===== src/rtl/fsm_seq_ctrl_if.sv =====
// Signal bundle between fsm_seq_ctrl and its host/bench plus the three FSMs under comparison.
interface fsm_seq_ctrl_if #(
  parameter int DEPTH = 16,
  parameter int CNT_W = 8
);
  localparam int PTR_W = $clog2(DEPTH);

  logic             wr_en;
  logic [1:0]       wr_sym;
  logic             wr_full;
  logic             start;
  logic             busy;
  logic             done;
  logic             fsm_rst_n;
  logic [1:0]       fsm_a;
  logic [2:0]       s_case;
  logic [2:0]       s_mem;
  logic [2:0]       s_gate;
  logic             mismatch;
  logic [CNT_W-1:0] err_cnt;
  logic [2:0]       last_out;
  logic [PTR_W-1:0] fail_idx;

  modport master (
    output wr_en, wr_sym, start, s_case, s_mem, s_gate,
    input  wr_full, busy, done, fsm_rst_n, fsm_a, mismatch, err_cnt, last_out, fail_idx
  );

  modport slave (
    input  wr_en, wr_sym, start, s_case, s_mem, s_gate,
    output wr_full, busy, done, fsm_rst_n, fsm_a, mismatch, err_cnt, last_out, fail_idx
  );
endinterface


===== src/rtl/fsm_seq_ctrl.sv =====
// Buffers a symbol sequence, replays it into three FSM implementations and counts output disagreements.
// Optional macro FSM_SEQ_STOP_ON_ERR_EN: stop at the first failing check and record its index in fail_idx.
module fsm_seq_ctrl #(
  parameter int DEPTH    = 16,
  parameter int HOLD_CYC = 4,
  parameter int CNT_W    = 8
) (
  input  logic          clk,
  input  logic          reset,
  fsm_seq_ctrl_if.slave bus
);
  localparam int PTR_W  = $clog2(DEPTH);
  localparam int CW     = PTR_W + 1;
  localparam int HOLD_W = (HOLD_CYC > 1) ? $clog2(HOLD_CYC) : 1;

  localparam logic [CW-1:0]     DEPTH_C   = CW'(DEPTH);
  localparam logic [CW-1:0]     CNT1      = CW'(1);
  localparam logic [PTR_W-1:0]  PTR_ONE   = PTR_W'(1);
  localparam logic [HOLD_W-1:0] HOLD_ONE  = HOLD_W'(1);
  localparam logic [HOLD_W-1:0] HOLD_LAST = HOLD_W'(HOLD_CYC - 1);
  localparam logic [CNT_W-1:0]  CNT_ONE   = CNT_W'(1);
  localparam logic [CNT_W-1:0]  CNT_MAX   = '1;

  typedef enum logic [2:0] {
    ST_IDLE  = 3'd0,
    ST_RST   = 3'd1,
    ST_DRIVE = 3'd2,
    ST_CHECK = 3'd3,
    ST_DONE  = 3'd4
  } state_t;

  state_t            state_r;
  logic [1:0]        sym_buf [DEPTH];
  logic [CW-1:0]     count_r;
  logic [PTR_W-1:0]  wr_ptr_r;
  logic [PTR_W-1:0]  rd_ptr_r;
  logic [HOLD_W-1:0] hold_r;
  logic              wr_full_r;
  logic              busy_r;
  logic              done_r;
  logic              fsm_rst_n_r;
  logic [1:0]        fsm_a_r;
  logic              mismatch_r;
  logic [CNT_W-1:0]  err_cnt_r;
  logic [2:0]        last_out_r;

  logic              wr_ok_s;
  logic              diff_s;
  logic              last_s;
  logic              end_run_s;
  logic [CNT_W-1:0]  err_nxt_s;
  logic [PTR_W-1:0]  rd_ptr_nxt_s;

  // Write qualification and per-check decode.
  always_comb begin
    wr_ok_s      = (state_r == ST_IDLE) && bus.wr_en && !bus.start && (count_r != DEPTH_C);
    diff_s       = (bus.s_case != bus.s_mem) || (bus.s_case != bus.s_gate);
    last_s       = ({1'b0, rd_ptr_r} == (count_r - CNT1));
    rd_ptr_nxt_s = rd_ptr_r + PTR_ONE;
    end_run_s    = last_s;
    if (diff_s) begin
`ifdef FSM_SEQ_STOP_ON_ERR_EN
      err_nxt_s = CNT_ONE;
      end_run_s = 1'b1;
`else
      if (err_cnt_r != CNT_MAX) begin
        err_nxt_s = err_cnt_r + CNT_ONE;
      end else begin
        err_nxt_s = err_cnt_r;
      end
`endif
    end else begin
      err_nxt_s = err_cnt_r;
    end
  end

  // Symbol storage; contents are don't-care after reset.
  always_ff @(posedge clk) begin
    if (wr_ok_s) begin
      sym_buf[wr_ptr_r] <= bus.wr_sym;
    end
  end

  // Sequencer FSM with all outputs registered.
  always_ff @(posedge clk or negedge reset) begin
    if (!reset) begin
      state_r     <= ST_IDLE;
      count_r     <= '0;
      wr_ptr_r    <= '0;
      rd_ptr_r    <= '0;
      hold_r      <= '0;
      wr_full_r   <= 1'b0;
      busy_r      <= 1'b0;
      done_r      <= 1'b0;
      fsm_rst_n_r <= 1'b1;
      fsm_a_r     <= 2'd0;
      mismatch_r  <= 1'b0;
      err_cnt_r   <= '0;
      last_out_r  <= 3'd0;
    end else begin
      done_r     <= 1'b0;
      mismatch_r <= 1'b0;
      case (state_r)
        ST_IDLE: begin
          if (bus.start) begin
            err_cnt_r <= '0;
            rd_ptr_r  <= '0;
            hold_r    <= '0;
            if (count_r == '0) begin
              state_r <= ST_DONE;
              done_r  <= 1'b1;
            end else begin
              state_r     <= ST_RST;
              busy_r      <= 1'b1;
              fsm_rst_n_r <= 1'b0;
              fsm_a_r     <= 2'd0;
            end
          end else if (wr_ok_s) begin
            wr_ptr_r  <= wr_ptr_r + PTR_ONE;
            count_r   <= count_r + CNT1;
            wr_full_r <= ((count_r + CNT1) == DEPTH_C);
          end else begin
            state_r <= ST_IDLE;
          end
        end
        ST_RST: begin
          fsm_rst_n_r <= 1'b1;
          fsm_a_r     <= sym_buf[rd_ptr_r];
          hold_r      <= '0;
          state_r     <= ST_DRIVE;
        end
        ST_DRIVE: begin
          if (hold_r == HOLD_LAST) begin
            hold_r  <= '0;
            state_r <= ST_CHECK;
          end else begin
            hold_r <= hold_r + HOLD_ONE;
          end
        end
        ST_CHECK: begin
          last_out_r <= bus.s_case;
          mismatch_r <= diff_s;
          err_cnt_r  <= err_nxt_s;
          if (end_run_s) begin
            state_r <= ST_DONE;
            done_r  <= 1'b1;
            busy_r  <= 1'b0;
            fsm_a_r <= 2'd0;
          end else begin
            rd_ptr_r <= rd_ptr_nxt_s;
            fsm_a_r  <= sym_buf[rd_ptr_nxt_s];
            state_r  <= ST_DRIVE;
          end
        end
        ST_DONE: begin
          count_r   <= '0;
          wr_ptr_r  <= '0;
          rd_ptr_r  <= '0;
          wr_full_r <= 1'b0;
          state_r   <= ST_IDLE;
        end
        default: begin
          state_r     <= ST_IDLE;
          busy_r      <= 1'b0;
          fsm_rst_n_r <= 1'b1;
          fsm_a_r     <= 2'd0;
        end
      endcase
    end
  end

`ifdef FSM_SEQ_STOP_ON_ERR_EN
  logic [PTR_W-1:0] fail_idx_r;

  // Index of the check that ended the run early.
  always_ff @(posedge clk or negedge reset) begin
    if (!reset) begin
      fail_idx_r <= '0;
    end else if ((state_r == ST_IDLE) && bus.start) begin
      fail_idx_r <= '0;
    end else if ((state_r == ST_CHECK) && diff_s) begin
      fail_idx_r <= rd_ptr_r;
    end else begin
      fail_idx_r <= fail_idx_r;
    end
  end

  assign bus.fail_idx = fail_idx_r;
`else
  assign bus.fail_idx = '0;
`endif

  assign bus.wr_full   = wr_full_r;
  assign bus.busy      = busy_r;
  assign bus.done      = done_r;
  assign bus.fsm_rst_n = fsm_rst_n_r;
  assign bus.fsm_a     = fsm_a_r;
  assign bus.mismatch  = mismatch_r;
  assign bus.err_cnt   = err_cnt_r;
  assign bus.last_out  = last_out_r;
endmodule


===== src/flat_wrapper.sv =====
// flat-port wrapper written by rule: the top's interface ports become plain ports
module fsm_seq_ctrl_flat 
#(
  parameter int DEPTH    = 16,
  parameter int HOLD_CYC = 4,
  parameter int CNT_W    = 8
)
  (clk, reset, bus_wr_en, bus_wr_sym, bus_start, bus_s_case, bus_s_mem, bus_s_gate, bus_wr_full, bus_busy, bus_done, bus_fsm_rst_n, bus_fsm_a, bus_mismatch, bus_err_cnt, bus_last_out, bus_fail_idx);
  fsm_seq_ctrl_if #(.DEPTH(DEPTH), .CNT_W(CNT_W)) bus_i ();
  input  logic clk;
  input  logic reset;
  input wire logic [$bits(bus_i.wr_en)-1:0] bus_wr_en;
  input wire logic [$bits(bus_i.wr_sym)-1:0] bus_wr_sym;
  input wire logic [$bits(bus_i.start)-1:0] bus_start;
  input wire logic [$bits(bus_i.s_case)-1:0] bus_s_case;
  input wire logic [$bits(bus_i.s_mem)-1:0] bus_s_mem;
  input wire logic [$bits(bus_i.s_gate)-1:0] bus_s_gate;
  output wire logic [$bits(bus_i.wr_full)-1:0] bus_wr_full;
  output wire logic [$bits(bus_i.busy)-1:0] bus_busy;
  output wire logic [$bits(bus_i.done)-1:0] bus_done;
  output wire logic [$bits(bus_i.fsm_rst_n)-1:0] bus_fsm_rst_n;
  output wire logic [$bits(bus_i.fsm_a)-1:0] bus_fsm_a;
  output wire logic [$bits(bus_i.mismatch)-1:0] bus_mismatch;
  output wire logic [$bits(bus_i.err_cnt)-1:0] bus_err_cnt;
  output wire logic [$bits(bus_i.last_out)-1:0] bus_last_out;
  output wire logic [$bits(bus_i.fail_idx)-1:0] bus_fail_idx;
  assign bus_i.wr_en = bus_wr_en;
  assign bus_i.wr_sym = bus_wr_sym;
  assign bus_i.start = bus_start;
  assign bus_i.s_case = bus_s_case;
  assign bus_i.s_mem = bus_s_mem;
  assign bus_i.s_gate = bus_s_gate;
  assign bus_wr_full = bus_i.wr_full;
  assign bus_busy = bus_i.busy;
  assign bus_done = bus_i.done;
  assign bus_fsm_rst_n = bus_i.fsm_rst_n;
  assign bus_fsm_a = bus_i.fsm_a;
  assign bus_mismatch = bus_i.mismatch;
  assign bus_err_cnt = bus_i.err_cnt;
  assign bus_last_out = bus_i.last_out;
  assign bus_fail_idx = bus_i.fail_idx;
  fsm_seq_ctrl #(.DEPTH(DEPTH), .HOLD_CYC(HOLD_CYC), .CNT_W(CNT_W)) u_core (.clk(clk), .reset(reset), .bus(bus_i));
endmodule

===== config.mk =====
export PLATFORM = sky130hd
export DESIGN_NAME = fsm_seq_ctrl_flat
export DESIGN_NICKNAME = d
export VERILOG_FILES = /design/src/rtl/fsm_seq_ctrl_if.sv /design/src/rtl/fsm_seq_ctrl.sv /design/src/flat_wrapper.sv
export SDC_FILE = /design/constraint.sdc
export NUM_CORES = 1
export LEC_CHECK = 0
export ABC_AREA = 1
export CAP_MARGIN = 20
export CORE_ASPECT_RATIO = 0.6
export CORE_MARGIN = 5
export CORE_UTILIZATION = 50
export CTS_CLUSTER_DIAMETER = 60
export DETAILED_ROUTE_END_ITERATION = 8
export DONT_BUFFER_PORTS = 1
export GPL_TIMING_DRIVEN = 0
export HOLD_SLACK_MARGIN = 0.05
export PLACE_DENSITY = 0.74
export SLEW_MARGIN = 20
export SYNTH_ARGS = -nofsm -noshare
export SYNTH_HDL_FRONTEND = slang
export SYNTH_SLANG_ARGS = --single-unit
export TNS_END_PERCENT = 30

===== constraint.sdc =====
create_clock -name clk -period 3.5 [get_ports clk]
set_input_delay 0.525 -clock clk [delete_from_list [all_inputs] [get_ports clk]]
set_output_delay 0.525 -clock clk [all_outputs]
set_load 0.02 [all_outputs]

== Word level (Yosys, flattened, before mapping) ==
Memories as Yosys holds them, arrays and structs flattened.
Cells that the tools add are included.

* Bits in registers: 36
* RAM bits: 32
* Output and inout bits: 22
* Word-level logic and storage cells: 109
* Memories kept: 1

* $add $sub $neg: 6
* Eq/ne operators: 21
* Mux-type cells: 43
* Bitwise logic cells: 3
* Reduce and logical (&&, ||, !) cells: 22

{| class="wikitable"
|+ Memories
! memory !! words !! bits a word !! read ports !! clocked after Yosys merged registers in !! write ports !! line !! RTL
|-
| u_core.sym_buf || 16 || 2 || 2 || 0 || 1 || fsm_seq_ctrl.sv:33 || <nowiki>logic [1:0] sym_buf [DEPTH];</nowiki>
|}

{| class="wikitable"
|+ Operators with widths
! kind !! count
|-
| $mux W8 || 3
|-
| $mux W4 || 4
|-
| $pmux W8 S2 || 1
|-
| $mux W3 || 5
|-
| $mux W1 || 13
|-
| $pmux W3 S4 || 1
|-
| $pmux W4 S3 || 1
|-
| $reduce_and A3 Y1 || 4
|-
| $mux W2 || 5
|-
| $mux W5 || 2
|-
| $ne A2 B1 Y1 const B || 5
|-
| $pmux W5 S2 || 1
|-
| $add A4 B1 Y4 const B || 2
|-
| $add A8 B1 Y8 const B || 1
|-
| $ne A2 B2 Y1 const B || 4
|-
| $ne A8 B8 Y1 const B || 1
|-
| $pmux W2 S4 || 1
|-
| $pmux W4 S2 || 1
|-
| $reduce_and A4 Y1 || 2
|-
| $eq A3 B2 Y1 const B || 2
|-
| $ne A3 B3 Y1 || 2
|-
| $pmux W1 S2 || 3
|-
| $pmux W2 S3 || 1
|-
| $reduce_bool A3 Y1 || 2
|-
| other kinds (21) || 28
|}

== Depth between registers and ports, before layout ==
* Depth after elaboration: 7
* Gate-level depth with buffers: 13
* Depth with buffers taken out: 13

== Worst setup path before layout ==
No wires, ideal clock.

* Path kind: flip-flop to flip-flop
* Start point: reg u_core.count_r[0]
* End point: mem u_core.sym_buf[0][0] (enable)
* Setup time: 0.309 ns
* Arrival time: 1.400 ns
* Data required time: 3.191 ns
* Slack: 1.791 ns
* Stages on the path, launching flop included: 10
* Clock period less this slack: 1.709 ns
* Cell sequence: dfrtp_1 > inv_1 > ha_1 > inv_1 > nor3_2 > nand2_1 > nand4_4 > inv_2 > nand2_1 > nor2_1

* Longest elaborated chain between the ends: 4

{| class="wikitable"
|+ Ends and longest elaborated chain
! element !! line !! RTL
|-
| start, declared || fsm_seq_ctrl.sv:34 || <nowiki>logic [CW-1:0] count_r;</nowiki>
|-
| start signal, assigned || fsm_seq_ctrl.sv:120 || <nowiki>count_r <= count_r + CNT1;</nowiki>
|-
| $ne A5 B5 Y1 || fsm_seq_ctrl.sv:56 || <nowiki>wr_ok_s = (state_r == ST_IDLE) && bus.wr_en && !bus.start && (count_r != DEPTH_C);</nowiki>
|-
| $logic_and A1 B1 Y1 || fsm_seq_ctrl.sv:56 ||
|-
| $mux W1 || fsm_seq_ctrl.sv:79 || <nowiki>if (wr_ok_s) begin</nowiki>
|-
| $mux W1 (not written as such) || fsm_seq_ctrl.sv:80 || <nowiki>sym_buf[wr_ptr_r] <= bus.wr_sym;</nowiki>
|-
| end, declared || fsm_seq_ctrl.sv:33 ||
|}

Every way passes these cells.

== Worst setup path in the final report ==
* Start point: reg u_core.count_r[0]
* End point: mem u_core.sym_buf[3][0] (enable)

Same word-level chain as after synthesis.

==> flow_summary.yaml <==
cts:
  cts_sinks: 68
  cts_setup_buffers: 0
  cts_resized: 0
  insertion_delay_ps: 340
  root_buffer: "clkbuf_16"
  max-clock-path-buffers: 2
  cts_buffers: 9
  clk_pin_slew_ps: 50
  cts_tree: "built"
  htreeDepth: 3
route:
  wl_per_cell_um: 16.0
  drt_iter0_markers: 259
  first_pass_iters: 5
  routed_wl_um: 9430
  ant_nets: 0
  vias_per_cell: 5.47
  vias: 3227
  drc: 0
layout:
  areaGrowthSynthToFinish_pct: 12.2
  diodes: 0
  drive_above_1_share: 0.132
  nFillCells: 638
  nets: 506
  fin_area_sq_um: 4290
placement:
  dp_hpwl_um: 7070
  io_buffers: 0
  gp_congestion: 0.942
  placed_cell_area_sq_um: 3970
worst_setup_path:
  crit_fanout: 9
  crit_path_max_incr_delay_ps: 450
  endpoint_kind: "flip-flop"
  crit_chain: "inv_1 -> ha_1 -> inv_1 -> nor3_2 -> nand2_1 -> nand4_4 -> inv_2 -> nand2_1 -> nor2_1"
  worst_r2r_startpoint: "u_core.count_r[0]"
  r2r_slack_ps: 1250
  r2r_end: "u_core.sym_buf[3][0]"
  worst_setup_path_start_kind: "flip-flop"
  path_depth: 9
  worstPathArrival_ps: 2250
  critPathLaunch: "u_core.count_r[0]"
  worstPathRequired_ps: 3500
  critical_path_buf_inv_count: 3
  crit_end: "u_core.sym_buf[3][0]"
  r2r_cells: 9
  cpMaxStageDelayCell: "dfrtp_1"
  criticalPathCategory: "reg2reg"
  cpLargestDelayFamily: "simple AND/OR/NAND/NOR gates"
yosys:
  synth-seq-area-share: 0.487
  netlist.area_leader.share: 0.251
  yosysUniqueCellTypes: 36
  yosysTopAreaCell: "edfxtp_1"
  synth_top_family_by_area: "simple AND/OR/NAND/NOR gates"
  synth_compound_area_frac: 0.0638
  synth_area_per_cell_sq_um: 8.23
  synth_adder_area_share: 0.0327
  synth-simple-area-share: 0.330
  yosysWarnings: 0
  synth_seq_cells: 68
  netlist_instances: 465
  synth_area_leaders: "edfxtp_1, dfrtp_1, nand2_1"
  synth_xor_xnor_area_share: 0.0160
  syn-cell-area_sq_um: 3830
  synthMuxAreaShare: 0
timing:
  fmax_mhz: 445
  min_period_ps: 2250
  fin_worst_skew_ps: 6.74
  hold_viol_final: 0
  fin_crit_sh: 0.643
  worst_pin_slew_ps: 508
  relSlewSlack: 0.661
  setup_viol: 0
  setup_tns_ps: 0
  drv_slew: 0
  rsz0062_at_grt: "no"
floorplanning:
  dieWidth_um: 123
  dieArea_sq_um: 9560
  start_util: 0.520
  core_area_sq_um: 7360
  dieHeight_um: 77.8
  num_io_pins: 37
  num_rows: 24
power:
  p_leak_nw: 1.95
  max-vdd-ir-drop_mv: 0.449
  power_density_nw_per_um2: 752
global_routing:
  antenna_found_initial: 0
  grt_max_degree: 37
  grt_pass1_vias: 2867
  grt_pass1_wl_um: 15200
  gr-total-overflow: 0
  gr-usage-all-layers: 0.208
flow_run:
  drv_cap: 0
run_status:
  status: "finished clean"
min_path:
  hp-class: "in2reg"
-- synth_stat cells --
cell,instances
ha_1,10
o21ai_1,10
nand2_1,140
xnor2_1,2
or2_2,7
nor2_2,1
edfxtp_1,32
buf_8,1
nand4_1,9
nand4_4,1
buf_2,9
o211ai_1,4
nor2_1,47
o21ai_2,7
dfstp_2,1
nand2_2,4
o22ai_1,2
clkbuf_1,2
nand3_1,70
o21ai_0,8
a21oi_1,2
buf_6,1
xor2_1,5
nand3b_4,1
nor3_1,1
conb_1,1
nor3_2,1
dfrtp_1,35
inv_2,6
o31ai_1,2
buf_4,6
inv_1,32
o21bai_1,1
a21oi_2,1
nor2_4,2
a22o_1,1
-- metrics by stage --
step           total power, mW  hold slack [ps]  worst slack (ps)  instances  utilization
5_1_grt                   3.45              260              1050        590        0.584
6_report                  3.23              281              1250        590        0.584
3_3_place_gp              2.27              230              1340        572        0.539
4_1_cts                   3.23              266              1270        590        0.584
3_5_place_dp              2.30              230              1310        572        0.539
2_1_floorplan             2.02              229              1790        468            -
-- routing by layer --
layer  vias to the layer above  routed length [um]  track usage  share of wire
met4                         0                  93       0.0570         0.0099
li1                       1560                   -            -              -
met5                         -                   0            0              0
met3                         8                1020       0.0828           0.11
met2                       153                3700        0.262           0.39
met1                      1506                4610        0.323           0.49
-- state kept, by name (all words and copies together) (netlist names) --
name / count
u_core.bus.busy: 1
u_core.bus.done: 1
u_core.bus.err_cnt: 8
u_core.bus.fsm_a: 2
u_core.bus.fsm_rst_n: 1
u_core.bus.last_out: 3
u_core.bus.mismatch: 1
u_core.bus.wr_full: 1
u_core.count_r: 5
u_core.hold_r: 2
u_core.rd_ptr_r: 4
u_core.state_r: 3
u_core.sym_buf: 32
u_core.wr_ptr_r: 4
-- worst min-delay path by stage --
stage / from / depth (start not counted) / to
floorplan: reset / 0 / u_core.bus.busy
global placement: reset / 0 / u_core.bus.fsm_a[0]
detailed placement: reset / 0 / u_core.bus.fsm_a[1]
CTS: bus_wr_sym[1] / 0 / u_core.sym_buf[7][1]
global route: bus_wr_sym[0] / 0 / u_core.sym_buf[7][0]
finish: bus_wr_sym[1] / 0 / u_core.sym_buf[11][1]
-- worst reg2reg max path: stages, from the launching register on --
cell and delay, ps:
dfrtp_1 450, inv_1 150, ha_1 250, inv_1 90, nor3_2 50, nand2_1 110, nand4_4 180, inv_2 190
nand2_1 150, nor2_1 300
-- cells by family after synthesis --
logic type,count (synthesis)
compound gates,38
xor+xnor,7
fa+ha+maj,10
buf+inv,57
flops,68
other cells,1
simple gates,284
-- cells in the final DEF, fill, tap and decap left out, drive strengths merged, types with 5 or more instances in the layout --
cell,Yosys,final
xor2,5,5
nand4,10,10
ha,10,10
nand2,144,144
o21ai,25,25
edfxtp,32,32
or2,7,7
dfrtp,35,35
nor2,50,50
clkbuf,2,14
nand3,70,70
buf,17,18
inv,38,39
-- where the power goes --
group | switching (mW) | internal (mW)
clock | 0.323 | 0.570
sequential | 0.155 | 0.959
combinational | 0.823 | 0.398
-- cell type report --
type                            count  area [sq um]  area share
Buffer                             19           124      0.0289
Multi-Input combinational cell    343          1710       0.398
Sequential cell                    68          1860       0.434
Clock buffer                       12           246      0.0574
Tap cell                          104           130      0.0303
Timing Repair Buffer                2          30.0     0.00700
Clock inverter                      4          48.8      0.0114
Inverter                           38           143      0.0332
-- timing repair --
item,CTS,global route
endpoints found under the setup margin,0,0
hold buffers,2,0
endpoints found under the hold margin,36,0
Note: power is estimated with default switching activity, not from simulation.
